===== config.mk =====
export PLATFORM = sky130hd
export DESIGN_NAME = bidir_pad_bank
export DESIGN_NICKNAME = d
export VERILOG_FILES = /design/src/rtl/bidir_pad_bank.sv
export SDC_FILE = /design/constraint.sdc
export NUM_CORES = 1
export LEC_CHECK = 0
export CAP_MARGIN = 20
export CELL_PAD_IN_SITES_DETAIL_PLACEMENT = 1
export CELL_PAD_IN_SITES_GLOBAL_PLACEMENT = 1
export CORE_MARGIN = 2
export CORE_UTILIZATION = 35
export DETAILED_ROUTE_END_ITERATION = 16
export PLACE_DENSITY_LB_ADDON = 0.1
export SYNTH_ARGS = -nofsm -noshare
export SYNTH_HDL_FRONTEND = slang
export SYNTH_SLANG_ARGS = --single-unit

===== constraint.sdc =====
create_clock -name MasterClock -period 4.9 [get_ports MasterClock]
set_input_delay 1.225 -clock MasterClock [delete_from_list [all_inputs] [get_ports MasterClock]]
set_output_delay 1.225 -clock MasterClock [all_outputs]
set_load 0.02 [all_outputs]

===== src/rtl/bidir_pad_bank.sv =====
// bidir_pad_bank
//   A bank of WIDTH registered bidirectional pad cells that share one drive-enable request.
//   The bank adds four things on top of a plain pad cell:
//     - a turnaround FSM that inserts TURN_CYCLES idle cycles when the drive turns on or off,
//     - an optional bus keeper that holds the last resolved value while the bus floats,
//     - a NAND-tree test chain running across all bits,
//     - contention detection with a saturating counter.
//
//   Ports
//     MasterClock  in   1      sole clock; every state update happens on its rising edge
//     reset        in   1      synchronous, active-high
//     pad_in       in   WIDTH  sampled pad level
//     drv_data     in   WIDTH  value the core wants to drive
//     drv_en_n     in   1      drive enable, active low
//     test_n       in   1      test mode, active low; holding it low forces the bank to release
//     ext_drive    in   1      an external agent is driving the bus
//     pi           in   1      NAND-tree chain input
//     o            out  WIDTH  resolved bus value seen by the core (registered)
//     e            out  1      pad output buffer enable (registered)
//     zi           out  WIDTH  registered raw pad_in
//     po           out  1      NAND-tree chain output (registered)
//     contention   out  1      both sides drove in the previous cycle
//     cont_count   out  CNT_W  saturating count of contention cycles
//
//   state    | meaning
//   IDLE     | bus released, waiting for a drive request
//   TURN_ON  | request seen; idle turnaround cycles before enabling the driver
//   DRIVE    | output buffer enabled, drv_data on the bus
//   TURN_OFF | request dropped; idle turnaround cycles, new requests ignored
module bidir_pad_bank #(
  parameter int WIDTH       = 8,
  parameter int TURN_CYCLES = 1,
  parameter int KEEPER      = 1,
  parameter int CNT_W       = 8
) (
  input  logic             MasterClock,
  input  logic             reset,
  input  logic [WIDTH-1:0] pad_in,
  input  logic [WIDTH-1:0] drv_data,
  input  logic             drv_en_n,
  input  logic             test_n,
  input  logic             ext_drive,
  input  logic             pi,
  output logic [WIDTH-1:0] o,
  output logic             e,
  output logic [WIDTH-1:0] zi,
  output logic             po,
  output logic             contention,
  output logic [CNT_W-1:0] cont_count
);

  typedef enum logic [1:0] {
    IDLE     = 2'd0,
    TURN_ON  = 2'd1,
    DRIVE    = 2'd2,
    TURN_OFF = 2'd3
  } padState_t;

  // A zero-length turnaround never enters TURN_ON/TURN_OFF, so the clamp only
  // keeps the constant in range.
  localparam logic [3:0]       TURN_LAST = (TURN_CYCLES == 0) ? 4'd0 : 4'(TURN_CYCLES - 1);
  localparam logic [CNT_W-1:0] CNT_MAX   = '1;

  padState_t  state, nextState;
  logic [3:0] turnCnt, nextTurnCnt;
  logic [WIDTH-1:0] keeper;
  logic       req;
  logic       chainBit;

  assign req = ~drv_en_n & test_n;

  always_comb begin
    nextState   = state;
    nextTurnCnt = turnCnt;
    case (state)
      IDLE: begin
        if (req) begin
          if (TURN_CYCLES == 0) begin
            nextState = DRIVE;
          end else begin
            nextState   = TURN_ON;
            nextTurnCnt = '0;
          end
        end
      end
      TURN_ON: begin
        if (!req)                       nextState   = IDLE;
        else if (turnCnt == TURN_LAST)  nextState   = DRIVE;
        else                            nextTurnCnt = turnCnt + 4'd1;
      end
      DRIVE: begin
        if (!req) begin
          if (TURN_CYCLES == 0) begin
            nextState = IDLE;
          end else begin
            nextState   = TURN_OFF;
            nextTurnCnt = '0;
          end
        end
      end
      TURN_OFF: begin
        // Requests are deliberately ignored until the bus has fully turned around.
        if (turnCnt == TURN_LAST) nextState   = IDLE;
        else                      nextTurnCnt = turnCnt + 4'd1;
      end
      default: nextState = IDLE;
    endcase
  end

  // NAND tree: each stage NANDs its pad bit with the previous stage, seeded by pi.
  always_comb begin
    chainBit = pi;
    for (int i = 0; i < WIDTH; i++) begin
      chainBit = ~(pad_in[i] & chainBit);
    end
  end

  always_ff @(posedge MasterClock) begin
    if (reset) begin
      state      <= IDLE;
      turnCnt    <= '0;
      o          <= '0;
      e          <= 1'b0;
      zi         <= '0;
      po         <= 1'b1;
      contention <= 1'b0;
      cont_count <= '0;
      keeper     <= '0;
    end else begin
      state   <= nextState;
      turnCnt <= nextTurnCnt;
      e       <= (nextState == DRIVE);
      zi      <= pad_in;
      po      <= chainBit;

      if (nextState == DRIVE) begin
        o      <= drv_data;
        keeper <= drv_data;
      end else if (ext_drive) begin
        o      <= pad_in;
        keeper <= pad_in;
      end else begin
        o <= (KEEPER != 0) ? keeper : pad_in;
      end

      contention <= (state == DRIVE) & ext_drive;
      if ((state == DRIVE) && ext_drive && (cont_count != CNT_MAX))
        cont_count <= cont_count + CNT_W'(1);
    end
  end

endmodule


==> results.md <==
* Final worst setup slack at 1.91 ns
* Fmax at 334 MHz
* Yosys reg bits at 33
* Filler Cell Count at 468
* Cell Chain, Critical Path: clkdlybuf4s50_1 -> and3b_4 -> nand4_4 -> or4_1 -> a21oi_1
* Routability Congestion at 0.762
* Final Hold Fails at 0
* Antenna Cells at 0
* Int Power at 0.424 mW
* CTS Buffer Depth at 2
* ANT nets after route at 0
* TritonCTS buffer count at 5
* NumNets Final at 219
* Total die area at 4670 um2
* Startpoint Class: input pin
* DRC Markers at 0
* Root Buffer: clkbuf_8
* Vias in the first global route at 1246
* Die W at 68.3 um
* Die height at 68.3 um
* Vias per cell at 5.09
* Max-cap violations at 0
* Post-CTS setup buffers at 0
* Arrival time worst endpoint at 3.19 ns
* Fraction of layout cells with a size suffix above 1 at 10.3%
* Area of the mapped netlist at 1450 um2
* Status: complete, no violations
* Comb power frac at 14.7%
* Slew margin rel. at 52.0%
* Worst Path Buf+Inv at 1
* Leakage at 0.754 nW
* H-tree levels at 2
* Grt total ovfl at 0
* Global Route Usage Sum at 17.2%
* Setup TNS at 0 ns
* CP required at 5.10 ns
* Worst slew pin tran at 0.720 ns
* Number of DRC markers in iteration 0 at 34
* # setup viols final at 0
* Detailed placement HPWL at 2.63 mm
* Crit end category: register
* Vias at 1248
* Core area at 4000 um2
* Syn Area/Cell at 9.98 um2
* FP Rows at 23
* Switching power share of the total at 24.3%
* Synth unique cells at 36
* Largest net degree at the start of global routing at 18
* CP max stage cell: clkdlybuf4s50_1
* Hold Path Class: register to register
* Routed WL at 3.59 mm
* Initial DRT Pass Iterations at 4
* CP max FO at 10
* Sequential share of the synthesized area at 45.6%
* IO Pins at 49
* Crit path time final at 2.99 ns
* CTS tree: yes
* Reg clk slew, reported paths at 0.06 ns
* Switching power at 0.136 mW
* Final period util at 61.0%
* Crit path kind: input pin to register
* Slowest Stage Delay on Critical Path at 0.82 ns
* Hold-fix buffers, CTS at 0
* Crit path max-delay family: simple AND/OR/NAND/NOR gates
* Pwr Density at 276 nW/um2
* Worst skew pair latency at 0.28 ns
* Clock skew at 0.00227 ns
* Syn Inst Count at 145
* Post_cts resized at 0
* Clock power share at 34.6%
* RSZ-0062 raised after global routing: false
* CTS Sinks at 33
* Layout area overhead at 40.1%
* Pre-CTS setup slack at 1.59 ns
* Wirelength per Cell at 14.6 um
* First-pass GRT wire length at 5.76 mm
* Seq pwr share at 50.8%
* Syn_nets at 170
* I/O Buffers at 48
* Max Slew Vio Count at 0
* Peak supply drop at 0.114 mV
* Synth Warn # at 0
* Starting density of the core at 36.2%
* Antenna violations before repair at 0
## tightest hold or removal path: stages (launching register included)
cell,delay [ns]
dfxtp_1,0.36
o31ai_1,0.09
a21oi_1,0.06
## layer usage
| layer | track usage [%] | vias to the layer above | part of all wire, % |
|---|---|---|---|
| li1 | - | 611 | - |
| met1 | 18.3 | 600 | 40 |
| met2 | 30.2 | 30 | 53 |
| met3 | 7.07 | 7 | 5.4 |
| met4 | 6.75 | 0 | 1.6 |
| met5 | 0 | - | 0 |
## state kept, by name, summed over array words and instances, names as in the netlist
signal / count
cont_count: 8
keeper: 8
zi: 8
turnCnt: 4
state: 2
contention: 1
e: 1
po: 1
## logic make-up after synthesis
group           share of synthesized area [%]
flops                                    45.6
simple gates                             21.8
compound gates                           15.4
fa+ha+maj                                2.59
xor+xnor                                 2.42
mux                                      7.69
buf+inv                                  4.49
## path summary, 6_finish.rpt
| kind | start | end | slack (ns) | cells after the start |
|---|---|---|---|---|
| max | ext_drive | cont_count[5]$_SDFFE_PP0P_ | 1.91 | 5 |
| min | cont_count[5]$_SDFFE_PP0P_ | cont_count[5]$_SDFFE_PP0P_ | 0.55 | 2 |
| max reg2reg | turnCnt[0]$_SDFFE_PP0P_ | keeper[5]$_SDFFE_PP0P_ | 3.02 | 6 |
| min reg2reg | cont_count[5]$_SDFFE_PP0P_ | cont_count[5]$_SDFFE_PP0P_ | 0.55 | 2 |
## power by group through the flow
stage          Combinational (mW)  Clock [mW]  Sequential (mW)
2_1_floorplan              0.0305           0            0.301
3_3_place_gp               0.0814           0            0.290
3_5_place_dp               0.0828           0            0.291
4_1_cts                    0.0835       0.205            0.285
5_1_grt                    0.0892       0.219            0.286
6_report                   0.0821       0.194            0.284
## cell type report
cell class | count | area [um2] | share of cell area (%)
timing repair buffer | 49 | 488 | 24.1
multi-input combinational | 101 | 722 | 35.6
sequential | 33 | 661 | 32.6
inverter | 4 | 15.0 | 0.740
clock buffer | 8 | 80.1 | 3.95
tap | 50 | 62.6 | 3.08
## layout by cell type (no fill, tap or decap), types with 2 or more instances in the layout
master            n
nand3_1           2
clkbuf_8          5
nand4bb_1         2
clkbuf_1          3
xor2_1            3
nand2_1           8
a211oi_2          8
dfxtp_1          33
o21a_1            2
nand2b_1          2
nor2b_1           8
o21ai_0           2
ha_1              3
inv_1             4
o211ai_1          2
a21oi_1           6
nor3_1            7
nor2_1           20
mux2i_1          10
clkdlybuf4s50_1  48
## synthesized netlist by cell type
cell type / number / area, um2
o2111ai_1: 1 / 8.76
buf_2: 1 / 5.00
a31o_2: 1 / 8.76
nand4bb_1: 2 / 22.5
xnor2_1: 1 / 8.76
nand4_1: 1 / 6.26
mux2_2: 1 / 11.3
a21boi_0: 1 / 7.51
nand2b_1: 2 / 12.5
and3b_4: 1 / 12.5
inv_1: 4 / 15.0
nand3_1: 2 / 10.0
nand2_1: 8 / 30.0
a211oi_2: 8 / 100
or3_2: 1 / 7.51
o2111a_1: 1 / 11.3
dfxtp_1: 33 / 661
buf_6: 3 / 33.8
or4_1: 1 / 7.51
ha_1: 3 / 37.5
o211ai_1: 2 / 15.0
or3b_4: 1 / 11.3
nand4_4: 1 / 21.3
xor2_1: 3 / 26.3
nand3b_1: 1 / 7.51
nor2_1: 20 / 75.1
o21a_1: 2 / 15.0
o31ai_1: 1 / 7.51
o221ai_1: 1 / 8.76
nor3_1: 7 / 35.0
a21oi_1: 6 / 30.0
nor2b_1: 8 / 50.1
and3_1: 1 / 6.26
o21ai_0: 2 / 10.0
mux2i_1: 10 / 100
clkbuf_1: 3 / 11.3
## metrics by stage
step	utilization [%]	area, um2	hold WS (ns)	power [mW]	cells
final	50.7	2030	0.551	0.560	245
after global routing	50.7	2030	0.583	0.594	245
after CTS	50.7	2030	0.554	0.573	245
after detailed placement	48.7	1950	0.542	0.374	237
after global placement	48.7	1950	0.511	0.372	237
after floorplan	-	1450	0.520	0.331	145
No activity file was read; power rests on OpenSTA's default activity.
